[src/rtl/vc_flow_ctrl.sv]
// Flow controller for the MF -> VC0/VC1 -> D0/D1 path: latches thresholds, arbitrates
// FIFO pops under almost-full backpressure and registers the routed words into the next stage.
module vc_flow_ctrl #(
  parameter int unsigned DW = 6,
  parameter int unsigned MW = 2,
  parameter int unsigned VW = 4
) (
  input  logic          clk,
  input  logic          reset_L,
  input  logic          init,
  input  logic [MW-1:0] umbral_MF_in,
  input  logic [VW-1:0] umbral_VC0_in,
  input  logic [VW-1:0] umbral_VC1_in,
  input  logic [MW-1:0] umbral_D0_in,
  input  logic [MW-1:0] umbral_D1_in,
  output logic [MW-1:0] umbral_MF,
  output logic [VW-1:0] umbral_VC0,
  output logic [VW-1:0] umbral_VC1,
  output logic [MW-1:0] umbral_D0,
  output logic [MW-1:0] umbral_D1,
  input  logic          mf_empty,
  input  logic          vc0_empty,
  input  logic          vc1_empty,
  input  logic          d0_empty,
  input  logic          d1_empty,
  input  logic          vc0_afull,
  input  logic          vc1_afull,
  input  logic          d0_afull,
  input  logic          d1_afull,
  input  logic          fifo_err,
  input  logic [DW-1:0] mf_head,
  input  logic [DW-1:0] vc0_head,
  input  logic [DW-1:0] vc1_head,
  output logic          mf_pop,
  output logic          vc0_pop,
  output logic          vc1_pop,
  output logic          vc0_push,
  output logic          vc1_push,
  output logic [DW-1:0] vc_data,
  output logic          d0_push,
  output logic          d1_push,
  output logic [DW-1:0] d_data,
  output logic          active_out,
  output logic          idle_out,
  output logic          error_out
);

  typedef enum logic [2:0] {
    S_RESET  = 3'd0,
    S_INIT   = 3'd1,
    S_IDLE   = 3'd2,
    S_ACTIVE = 3'd3,
    S_ERROR  = 3'd4
  } state_t;

  state_t state;
  state_t next_state;

  logic any_busy;
  logic inflight;
  logic load_thr;
  logic mf_tgt_afull;
  logic vc0_dst_afull;
  logic vc1_dst_afull;
  logic nxt_vc0_push;
  logic nxt_vc1_push;
  logic nxt_d0_push;
  logic nxt_d1_push;

  assign any_busy      = !(mf_empty && vc0_empty && vc1_empty && d0_empty && d1_empty);
  assign inflight      = vc0_push || vc1_push || d0_push || d1_push;
  assign load_thr      = init && (next_state == S_INIT);
  // Backpressure is judged against the FIFO each head word is routed to.
  assign mf_tgt_afull  = mf_head[DW-1]  ? vc1_afull : vc0_afull;
  assign vc0_dst_afull = vc0_head[DW-2] ? d1_afull  : d0_afull;
  assign vc1_dst_afull = vc1_head[DW-2] ? d1_afull  : d0_afull;

  // State register
  always_ff @(posedge clk or negedge reset_L) begin
    if (!reset_L) state <= S_RESET;
    else          state <= next_state;
  end

  // Next-state logic; error is sticky and outranks init
  always_comb begin
    next_state = state;
    case (state)
      S_RESET:  next_state = S_INIT;
      S_INIT:   next_state = fifo_err ? S_ERROR : (init ? S_INIT : S_IDLE);
      S_IDLE: begin
        if (fifo_err)      next_state = S_ERROR;
        else if (init)     next_state = S_INIT;
        else if (any_busy) next_state = S_ACTIVE;
      end
      S_ACTIVE: begin
        if (fifo_err)                   next_state = S_ERROR;
        else if (init)                  next_state = S_INIT;
        else if (!any_busy && !inflight) next_state = S_IDLE;
      end
      S_ERROR:  next_state = S_ERROR;
      default:  next_state = S_RESET;
    endcase
  end

  // Pop arbitration and next-cycle push selection; VC0 has strict priority into D
  always_comb begin
    mf_pop  = 1'b0;
    vc0_pop = 1'b0;
    vc1_pop = 1'b0;
    if (state == S_IDLE || state == S_ACTIVE) begin
      mf_pop  = !mf_empty && !mf_tgt_afull;
      vc0_pop = !vc0_empty && !vc0_dst_afull;
      vc1_pop = !vc0_pop && !vc1_empty && !vc1_dst_afull;
    end
    nxt_vc0_push = mf_pop && !mf_head[DW-1];
    nxt_vc1_push = mf_pop && mf_head[DW-1];
    nxt_d0_push  = (vc0_pop && !vc0_head[DW-2]) || (vc1_pop && !vc1_head[DW-2]);
    nxt_d1_push  = (vc0_pop && vc0_head[DW-2])  || (vc1_pop && vc1_head[DW-2]);
  end

  // Registered pushes, data, status flags and latched thresholds
  always_ff @(posedge clk or negedge reset_L) begin
    if (!reset_L) begin
      vc0_push   <= 1'b0;
      vc1_push   <= 1'b0;
      d0_push    <= 1'b0;
      d1_push    <= 1'b0;
      vc_data    <= '0;
      d_data     <= '0;
      idle_out   <= 1'b0;
      active_out <= 1'b0;
      error_out  <= 1'b0;
      umbral_MF  <= '0;
      umbral_VC0 <= '0;
      umbral_VC1 <= '0;
      umbral_D0  <= '0;
      umbral_D1  <= '0;
    end else begin
      vc0_push   <= nxt_vc0_push;
      vc1_push   <= nxt_vc1_push;
      d0_push    <= nxt_d0_push;
      d1_push    <= nxt_d1_push;
      if (mf_pop) vc_data <= mf_head;
      if (vc0_pop)      d_data <= vc0_head;
      else if (vc1_pop) d_data <= vc1_head;
      idle_out   <= (next_state == S_IDLE);
      active_out <= (next_state == S_ACTIVE);
      error_out  <= (next_state == S_ERROR);
      if (load_thr) begin
        umbral_MF  <= umbral_MF_in;
        umbral_VC0 <= umbral_VC0_in;
        umbral_VC1 <= umbral_VC1_in;
        umbral_D0  <= umbral_D0_in;
        umbral_D1  <= umbral_D1_in;
      end
    end
  end

endmodule

[config.mk]
export PLATFORM = sky130hd
export DESIGN_NAME = vc_flow_ctrl
export DESIGN_NICKNAME = d
export VERILOG_FILES = /design/src/rtl/vc_flow_ctrl.sv
export SDC_FILE = /design/constraint.sdc
export NUM_CORES = 1
export LEC_CHECK = 0
export ABC_AREA = 1
export BUFFER_PORTS_ARGS = -buffer_cell sky130_fd_sc_hd__clkbuf_2
export CAP_MARGIN = 40
export CELL_PAD_IN_SITES_DETAIL_PLACEMENT = 1
export CELL_PAD_IN_SITES_GLOBAL_PLACEMENT = 1
export CORE_ASPECT_RATIO = 1.4
export CORE_UTILIZATION = 29
export CTS_BUF_LIST = sky130_fd_sc_hd__clkbuf_8
export DETAILED_ROUTE_END_ITERATION = 10
export GPL_TIMING_DRIVEN = 0
export PLACE_DENSITY_LB_ADDON = 0.12
export SYNTH_ARGS = -nofsm -noshare
export SYNTH_HDL_FRONTEND = slang
export SYNTH_SLANG_ARGS = --single-unit
[constraint.sdc]
create_clock -name clk -period 1.2 [get_ports clk]
set_input_delay 0 -clock clk [delete_from_list [all_inputs] [get_ports clk]]
set_output_delay 0 -clock clk [all_outputs]
set_load 0.01 [all_outputs]
# ---- Word-level counts from Yosys, hierarchy flattened
# Cells that the tools add are included.
dict set report totals {
  ff_bits 36
  latch_bits 0
  ram_bits 0
  mem_bits_ro 0
  in_bits 45
  out_inout_bits 36
  memories 0
}
dict set report op_classes {
  add_sub_neg 0
  multipliers 0
  n_div 0
  order_cmp 0
  n_eq_ne 8
  shifts 0
  muxes 17
  bitwise_logic 0
  n_reduce_logical 35
}
# cell count
set ops {}
lappend ops {{3-bit 2-to-1 mux} 7}
lappend ops {{1-bit logical AND} 16}
lappend ops {{3-bit one-hot mux with 5 select lines} 1}
lappend ops {{3-bit by 2-bit == test with 1-bit output, second input constant} 4}
lappend ops {{6-bit 2-to-1 mux} 2}
lappend ops {{1-bit logical NOT} 11}
lappend ops {{3-bit by 1-bit == test with 1-bit output, second input constant} 2}
lappend ops {{3-bit == test, second input constant} 2}
lappend ops {{1-bit logical OR} 6}
lappend ops {{1-bit 2-to-1 mux} 6}
lappend ops {{3-bit logical NOT} 1}
lappend ops {{2-bit 2-to-1 mux} 1}
lappend ops {{2-bit nonzero test} 1}

# ---- Longest topological paths before layout
# Gate-level depths: netlist of run 1.
dict set report logic_depth {
  ltp_word 11
  ltp_mapped 8
  depth_no_buf 8
}

# ---- Least setup slack after synthesis of run 1
# OpenSTA, ideal clock, no wires.
dict set report synth_path {
  path_kind {reg-to-reg}
  startpoint {register state[1]}
  endpoint {register umbral_D0[1]}
  arrival_time_ns 0.994
  path_slack_ns 0.085
  path_stages_with_launch 6
  n_path_buf 1
  period_less_slack_ns 1.115
  path_cell_list {dfrtp_1 nor2_2 o211ai_4 buf_6 nand2_1 o21ai_1}
}
dict set report synth_via {
  elab_chain_len 6
  word_cells_on_any_way 14
  cone_classes {5 x eq/ne; 7 x mux; 2 x reduce/logical}
}
# item line_no
set synth_rtl {}
lappend synth_rtl {{start, declared} 56} ;# state_t state;
lappend synth_rtl {{start signal, assigned} 81} ;# else state <= next_state;
lappend synth_rtl {{3-bit 2-to-1 mux, on equally long branches} {98, 93}}
lappend synth_rtl {{3-bit 2-to-1 mux, on equally long branches} {97, 92}}
lappend synth_rtl {{3-bit 2-to-1 mux, on equally long branches} {96, 91}}
lappend synth_rtl {{3-bit one-hot mux with 5 select lines (*)} 87} ;# case (state)
lappend synth_rtl {{3-bit by 1-bit == test with 1-bit output (*)} 72} ;# assign load_thr = init && (next_state == S_INIT);
lappend synth_rtl {{1-bit logical AND (*)} 72}
lappend synth_rtl {{end signal, assigned} 153} ;# umbral_D0 <= umbral_D0_in;
lappend synth_rtl {{end, declared} 19} ;# output logic [MW-1:0] umbral_D0,
# Mark *: on every way between the ends. The rest lies on a longest branch, timed or not.
# A chain may end at the register's enable or synchronous reset.

# ---- Worst setup path after layout of run 1
dict set report layout_path {
  startpoint {register state[2]}
  endpoint {output vc1_pop}
}
dict set report layout_via {
  elab_chain_len 3
  word_cells_on_any_way 4
  cone_classes {2 x eq/ne; 1 x mux; 1 x reduce/logical}
}
# item line_no
set layout_rtl {}
lappend layout_rtl {{3-bit by 2-bit == test with 1-bit output} 110} ;# if (state == S_IDLE || state == S_ACTIVE) begin
lappend layout_rtl {{1-bit logical OR (*)} 110}
lappend layout_rtl {{1-bit 2-to-1 mux (*)} 110}
lappend layout_rtl {{end, declared} 36} ;# output logic vc1_pop,
# Marked as above.

==> results of run 1 <==
==> area by class of cell <==
type	count	area (sq um)	share of cell area
tap	68	85.08	0.03189
clock inverter	2	7.507	0.002814
timing repair buffer	115	753.2	0.2824
clock buffer	6	82.58	0.03096
inverter	41	156.4	0.05863
sequential	36	903.4	0.3386
multi-input combinational	124	656.9	0.2462
buffer	2	22.52	0.008443
==> metrics by stage <==
step	instances	cell area, sq um	hold slack (ns)
floorplan	203	1639	-0.2956
global placement	351	2125	0.1730
detailed placement	352	2145	-0.07228
CTS	391	2546	0.01247
global route	394	2668	0.05271
finish	394	2668	0.01574
==> kinds of logic after synthesis <==
family | Yosys count | synth area share
compound gates | 22 | 0.07709
simple gates | 102 | 0.2679
buf+inv | 43 | 0.1053
flops | 36 | 0.5496
==> cell usage in the layout (no fill, tap or decap), drive strengths merged <==
cell type,count
nand3,16
dfrtp,36
inv,43
nor2,19
o211ai,1
a21oi,3
clkbuf,85
nor3,1
nand2,66
buf,16
o21ai,18
dlygate4sd3,22
==> where the power goes <==
group | switching (mW) | leakage, nW | internal, mW
Combinational | 1.06 | 1.05 | 0.922
Sequential | 0.328 | 0.461 | 1.71
Clock | 0.412 | 0.0538 | 0.451
==> repair_timing <==
action / CTS / global route
buffers inserted: 9 / 1
hold endpoints to repair: 58 / 0
setup endpoints to repair: 31 / 33
pin swaps: 4 / 6
gates cloned: 0 / 2
hold buffers: 22 / 0
gates resized for setup: 7 / 41
==> metal layers <==
layer,GRT usage,vias to the layer above,wire [um],part of all wire
met1,0.1905,788,1833,0.39
met5,0,-,0,0
li1,-,855,-,-
met2,0.3119,52,2589,0.55
met4,0.06159,0,86,0.018
met3,0.04397,7,229,0.048
==> worst max path at each step <==
stage,to,slack [ns],depth (start not counted)
after global placement,umbral_VC1[3],-0.09,4
after global routing,vc1_pop,-0.18,6
after detailed placement,umbral_VC0[1],-0.11,4
after CTS,vc1_pop,-0.10,6
final,vc1_pop,-0.11,6
after floorplan,umbral_D0[1],0.09,5
==> registers in the layout (all words and copies together), names as in the netlist, 2 cells and up <==
signal,cells
umbral_VC1,4
umbral_VC0,4
vc_data,6
umbral_D1,2
d_data,6
state,3
umbral_D0,2
umbral_MF,2
==> worst min-delay path: stages <==
cell,delay (ns)
clkbuf_2,0.09
nor3_1,0.05
nand2_1,0.09
inv_1,0.04
==> results.toml, run 1 <==
[grt]
grt_first_pass_wirelength_mm = 7.886
overflow = 0
grt_max_degree = 25
antenna_found_initial = 0
track_usage = 0.1733
grt_pass1_vias = 1787

[cells_and_area]
diodes = 0
nets = 370
fillCellCount = 710
utilization = 0.4863
synthToLayoutAreaGrowth_pct = 62.75
drive_above_1_share = 0.4233

[clock_tree]
cts_sinks = 36
clockRootBuffer = "clkbuf_8"
clkLatencyLatePin_ns = 0.29
cts.clk_slew.worst_paths_ns = 0.07
cts_buffer_depth = 2
tritoncts.num_buffers = 5
cts_max_level = 2
cts_tree = "yes"

[placement]
portBuffers = 80
place.gp.congestion = 0.7012
dp_hpwl_mm = 3.375
pre_cts_slack_ns = -0.1143

[worst_setup_path]
slowest_delay_ns = 0.44
rrSetupSlack_ns = -0.06
timing.critical_path.slowest_stage_cell = "dfrtp_2"
crit_required_ns = 1.20
worstSetupStartpointType = "flip-flop"
end_kind = "primary output"
critPathMaxFanout = 3
reg2reg_depth = 7
critPathLaunch = "state[2]"
crit_buf_inv = 2
arrival_ns = 1.31
critPathKind = "reg2out"
crit_family = "flip-flops"
r2r_end = "d_data[1]"
timing.rr.start = "state[2]"
path_cells = "nor2_4, nand2_2, nor2_4, nand2_2, inv_1, buf_2"

[outcome]
violations = "negative setup slack"
status = "finished, violations left"

[sta]
period_minus_slack_ns = 1.310
setup_ws_ns = -0.1099
drv_slew = 0
fin_crit_sh = 1.092
setup_tns_ns = -0.5284
relSlewSlack = 0.7545
tightestPinTransition_ns = 0.3644
rsz0062_at_grt = "yes"
fin_worst_skew_ns = 0.007067
fmaxAchievable_ghz = 0.7634
finalSetupViolations = 13
hold_violations = 0

[die]
start_util = 0.2988
core-area_sq_mm = 0.005485
die_y_um = 90.96
die_area_sq_mm = 0.005961
die-width_um = 65.54
pin_count = 81
rows = 32

[synthesis]
ys_warn_count = 0
syn_area_sq_mm = 0.001639
avgSynthCellArea_sq_um = 8.074
postSynthNetCount = 248
ys_ff_latch = 36
ys_top_cells_by_count = "63 x nand2_1, 37 x inv_1, 36 x dfrtp_1"
synth_ff_type = "dfrtp_1"
netlist.area_leader.share = 0.5496
synth_area_leaders = "dfrtp_1 55%, nand2_1 14%, inv_1 8.5%"
synth_cell_types = 18
ys_seq_area_frac = 0.5496
synth_most_common_cell = "nand2_1"
synth_edf_count = 0
synth_top_area_cell = "dfrtp_1"
synthArstFlopShare = 1.000
synthCells = 203

[detailed_routing]
drc = 0
ant_nets = 0
dr.pass1.iters = 3
drt_first_iter_violations = 28
wirelength_mm = 4.739
num_vias = 1702
vias_per_cell = 4.320
wire_per_inst_um = 12.03

[power_and_ir_drop]
power_density_mw_per_mm2 = 1830
peakVddDrop_mv = 1.025
p_leak_nw = 1.566
total_power_mw = 4.882

[worst_hold_path]
hold_depth = 4
holdCritPathClass = "in2reg"
min_from = "fifo_err"
hold_end = "state[1]"

[flow_run]
maxCapViolCount = 0
Note: power is estimated with default switching activity, not from simulation.
==> run 2, diff against run 1 <==
Settings changed: ABC_AREA 1 to not set, CORE_UTILIZATION 29 to 31.
==> run 2 against run 1 <==
The run still ends with negative setup slack left; register-to-register slack worse by 0.36 ns; sequential share of layout area decreased by 1.4 points; flip-flop and latch count is the same.
==> results.toml, run 2 <==
[outcome]
status = "finished, violations left"
violations = "negative setup slack"

[synthesis]
synthXorXnorAreaFrac = 0
synth_edf_count = 0
ys_warn_count = 0
netlist.area_leader.share = 0.5765
synth_top_area_cell = "dfrtp_1"
synthCells = 125
synth_cell_types = 32
ys_top_cells_by_count = "36 x dfrtp_1, 16 x mux2_2, 8 x inv_1"
synth_mux_area_frac = 0.1865
synth_fa_ha_area_frac = 0
synth_most_common_cell = "dfrtp_1"
synthArstFlopShare = 1.000
synth_compound_area_frac = 0.09207
synth_ff_type = "dfrtp_1"
postSynthNetCount = 170
synth-simple-area-share = 0.1057
synth_area_leaders = "dfrtp_1 58%, mux2_2 12%, mux2_4 5.8%"
synth_top_family_by_area = "multiplexers"
ys_seq_area_frac = 0.5765
ys_ff_latch = 36
avgSynthCellArea_sq_um = 12.50
syn_area_sq_mm = 0.001563

[clock_tree]
cts_tree = "yes"
cts.clk_slew.worst_paths_ns = 0.06
cts_sinks = 36
cts_buffer_depth = 2
clockRootBuffer = "clkbuf_8"
tritoncts.num_buffers = 5
cts_max_level = 2
clkLatencyLatePin_ns = 0.28

[power_and_ir_drop]
p_seq_frac = 0.399
peakVddDrop_mv = 0.6669
p_leak_nw = 1.368
power_density_mw_per_mm2 = 1824
internal_power_mw = 3.376
p_sw_mw = 1.703
power_frac_clock = 0.167
switching_share = 0.3353
p_comb_frac = 0.433

[cells_and_area]
nets = 299
final_cell_mix = "77 x clkbuf_2, 34 x dfrtp_1, 32 x dlygate4sd3_1"
reg_top3 = "d_data x6, vc_data x6"
diodes = 0
fin_area_sq_mm = 0.002785
drive_above_1_share = 0.6078
fillCellCount = 513
final_common_cell = "clkbuf_2"
synthToLayoutAreaGrowth_pct = 78.22
multi_input_area_sq_um = 778.2
regArea_sq_um = 903.4

[grt]
track_usage = 0.2036
overflow = 0
grt_first_pass_wirelength_mm = 7.872
grt_pass1_vias = 1697
antenna_found_initial = 0
grt_max_degree = 26

[detailed_routing]
num_vias = 1499
drt_first_iter_violations = 27
drc = 0
ant_nets = 0
wirelength_mm = 4.919
vias_per_cell = 4.699
wire_per_inst_um = 15.42
dr.pass1.iters = 3

[placement]
dp_hpwl_mm = 3.216
place.gp.congestion = 0.7555
pre_cts_slack_ns = -0.5129
portBuffers = 80
place_area_sq_mm = 0.002103

[sta]
rsz0062_at_grt = "yes"
finalSetupViolations = 35
relSlewSlack = 0.6201
tightestPinTransition_ns = 0.5541
period_minus_slack_ns = 1.641
hold_violations = 0
fin_crit_sh = 1.368
fmaxAchievable_ghz = 0.6094
drv_slew = 0
whs_ns = 0.009715
fin_worst_skew_ns = 0.002610
setup_ws_ns = -0.4411

[flow_run]
maxCapViolCount = 0

[worst_hold_path]
holdCritPathClass = "in2reg"

[die]
core-area_sq_mm = 0.004842
die-width_um = 62.01
pin_count = 81
start_util = 0.3227
die_area_sq_mm = 0.005333
rows = 30
die_y_um = 86.01

[worst_setup_path]
critPathKind = "reg2out"
crit_required_ns = 1.20
end_kind = "primary output"
arrival_ns = 1.64
critPathMaxFanout = 5
worstSetupStartpointType = "flip-flop"
[run 2: cells by family (layout without fill, tap and decap cells)]
group / count (synthesis) / in the layout
AOI/OAI and AO/OA: 22 / 22
buffers and inverters: 13 / 143
DFF: 36 / 36
muxes: 24 / 24
and+or+nand+nor: 30 / 30
[run 2: power by group through the flow]
stage	Clock [mW]	Sequential (mW)	Combinational (mW)
global placement	0	1.95	1.68
CTS	0.887	1.98	2.12
floorplan	0	2.19	0.781
finish	0.850	2.03	2.20
global route	0.925	2.09	2.41
detailed placement	0	2.00	1.75
[run 2: through the flow]
stage	util	setup TNS [ns]	std cells	total power, mW
3_5_place_dp	0.4344	-10.64	270	3.745
6_report	0.5752	-9.761	319	5.079
2_1_floorplan	-	-6.008	125	2.969
3_3_place_gp	0.4287	-9.401	269	3.637
4_1_cts	0.5556	-12.37	320	4.994
5_1_grt	0.5752	-11.08	319	5.430
[run 2: path summary, 6_finish.rpt]
path	start	endpoint	slack (ns)	cells past startpoint
setup / recovery	state[2]	mf_pop	-0.44	5
hold / removal	vc0_head[3]	d_data[3]	0.01	3
setup reg to reg	state[2]	vc_data[3]	-0.42	4
hold reg to reg	umbral_VC1[2]	umbral_VC1[2]	0.51	1
max in group asynchronous	reset_L	state[1]	0.58	3
min in group asynchronous	reset_L	vc_data[3]	0.16	2
[run 2: critical path, cell delays in order, from the launching register on]
cell and delay [ns]:
dfrtp_2 0.44, buf_6 0.13, or4_4 0.49, buf_6 0.16, inv_2 0.05, buf_6 0.09
[run 2: repair_timing]
action	4_1_cts	5_1_grt
endpoints found under the hold margin	64	0
endpoints found under the setup margin	34	38
gates cloned	2	0
buffers inserted	8	3
gates resized for setup	28	32
pin swaps	3	7
hold buffers	32	0
[run 2: layer usage]
layer,track usage,vias to the layer above,part of all wire
li1,-,707,-
met1,0.2062,734,0.36
met2,0.3849,51,0.58
met3,0.04072,7,0.046
met4,0.07475,0,0.013
met5,0,-,0
[run 2: layout make-up]
type,instances,share of cell area
well taps,64,0.02875
clock buffers,6,0.02965
plain buffers,2,0.008086
clock inverters,2,0.002695
repair buffers,125,0.3163
multi-input cells,76,0.2794
flip-flops and latches,36,0.3243
inverters,8,0.01078
==> run 3, diff against run 2 <==
Settings changed: RECOVER_POWER set to 25.
==> run 3 against run 2 <==
The flow still finishes with violations (negative setup slack); via count is 0.13% higher; clock-buffer cell count stayed put; die area unchanged; first-iteration DRC count up 7.4%; critical path depth did not move; combinational power barely moved; register-to-register slack about the same; critical path type unchanged; largest cell class is now registers; largest power group unchanged.
==> results.toml, run 3 (same netlist as run 2, synthesis figures left out) <==
[outcome]
status = "finished, violations left"
violations = "negative setup slack"

[grt]
grt_pass1_vias = 1697
antenna_found_initial = 0
track_usage = 0.2036
overflow = 0
grt_max_degree = 26
grt_first_pass_wirelength_mm = 7.872

[worst_setup_path]
crit_top_cell = "buf_6"
timing.critical_path.slowest_stage_cell = "or4_4"
end_kind = "primary output"
crit_required_ns = 1.20
slowest_delay_ns = 0.49
worstSetupStartpointType = "flip-flop"
path_cells = "buf_6, or4_4, buf_6, inv_2, buf_6"
critPathLaunch = "state[2]"
arrival_ns = 1.64
critPathMaxFanout = 5
timing.rr.start = "state[2]"
critPathKind = "reg2out"

[clock_tree]
cts_sinks = 36
cts_buffer_depth = 2
clockRootBuffer = "clkbuf_8"
tritoncts.num_buffers = 5
cts.clk_slew.worst_paths_ns = 0.06
cts_tree = "yes"
cts_max_level = 2
clkLatencyLatePin_ns = 0.28

[power_and_ir_drop]
peakVddDrop_mv = 0.6669
power_density_mw_per_mm2 = 1834
p_leak_nw = 1.357
total_power_mw = 5.070

[sta]
relSlewSlack = 0.5686
setup_ws_ns = -0.4411
rsz0062_at_grt = "yes"
fin_crit_sh = 1.368
hold_violations = 0
setup_tns_ns = -9.765
drv_slew = 0
fin_worst_skew_ns = 0.002610
period_minus_slack_ns = 1.641
fmaxAchievable_ghz = 0.6094
finalSetupViolations = 35
tightestPinTransition_ns = 0.6471

[worst_hold_path]
holdCritPathClass = "in2reg"
min_from = "vc0_head[3]"

[cells_and_area]
final_common_cell = "clkbuf_2"
reg_top3 = "d_data x6, vc_data x6"
nets = 299
drive_above_1_share = 0.6039
final-instance-count-excl-fill = 319
final_cell_mix = "76 x clkbuf_2, 34 x dfrtp_1, 32 x dlygate4sd3_1"
synthToLayoutAreaGrowth_pct = 76.86
diodes = 0

[detailed_routing]
ant_nets = 0
wire_per_inst_um = 15.39
num_vias = 1501
drt_first_iter_violations = 29
dr.pass1.iters = 3
wirelength_mm = 4.908
drc = 0
vias_per_cell = 4.705

[die]
start_util = 0.3227
rows = 30
core-area_sq_mm = 0.004842
die-width_um = 62.01
die_y_um = 86.01
die_area_sq_mm = 0.005333
pin_count = 81

[flow_run]
maxCapViolCount = 0

[placement]
portBuffers = 80
place.gp.congestion = 0.7555
dp_hpwl_mm = 3.216
pre_cts_slack_ns = -0.5129
dp.cells = 270
## run 3: changes by cell type in the layout (fill, tap and decap cells not counted)
cell      previous run  this run
buf_16               1         0
clkbuf_1             0         1
clkbuf_2            77        76
clkbuf_4             0         1
## run 3: final cells by class
cell class              instances  area, sq um
multi-input cells              76        778.2
plain buffers                   2        22.52
fillers                       516         2078
flip-flops and latches         36        903.4
repair buffers                125        859.6
clock inverters                 2        7.507
inverters                       8        30.03
well taps                      64        80.08
clock buffers                   6        82.58
## run 3: critical path: cells and delay by family (launching register included)
kind                   cells  cell delay [ns]
flip-flops                 1             0.44
AND/OR/NAND/NOR            1             0.49
buffers and inverters      4             0.43
## run 3: what timing repair did
item,in CTS,in global routing
pin swaps,3,7
buffers inserted,8,3
hold buffers,32,0
gates resized for setup,28,32
setup endpoints to repair,34,38
gates cloned,2,0
endpoints found under the hold margin,64,0
## run 3: per-stage QoR
| step | util | cell area (sq um) | hold slack [ns] |
|---|---|---|---|
| after detailed placement | 0.4344 | 2103 | -0.07624 |
| after floorplan | - | 1595 | -0.2956 |
| after global placement | 0.4287 | 2076 | 0.1498 |
| after CTS | 0.5556 | 2690 | 0.0004416 |
| final | 0.5708 | 2764 | 0.009714 |
| after global routing | 0.5708 | 2764 | 0.01587 |
## run 3: metal layers
metal	wire length [um]	vias up	track usage
met5	0	-	0
met4	66	0	0.07475
met3	227	7	0.04072
met2	2866	51	0.3849
met1	1747	736	0.2062
li1	-	707	-
## run 3: report_power, final
part           internal, mW  total (mW)  switching (mW)
clock                 0.451       0.850           0.399
combinational          1.20        2.19           0.993
sequential             1.72        2.03           0.309
## run 3: worst paths after layout
path,slack (ns),cells after the start,end
hold reg to reg,0.51,1,umbral_VC1[2]
setup reg to reg,-0.42,4,vc_data[3]
min in group asynchronous,0.26,2,vc1_push
hold / removal,0.01,3,d_data[3]
setup / recovery,-0.44,5,mf_pop
max in group asynchronous,0.08,3,state[1]
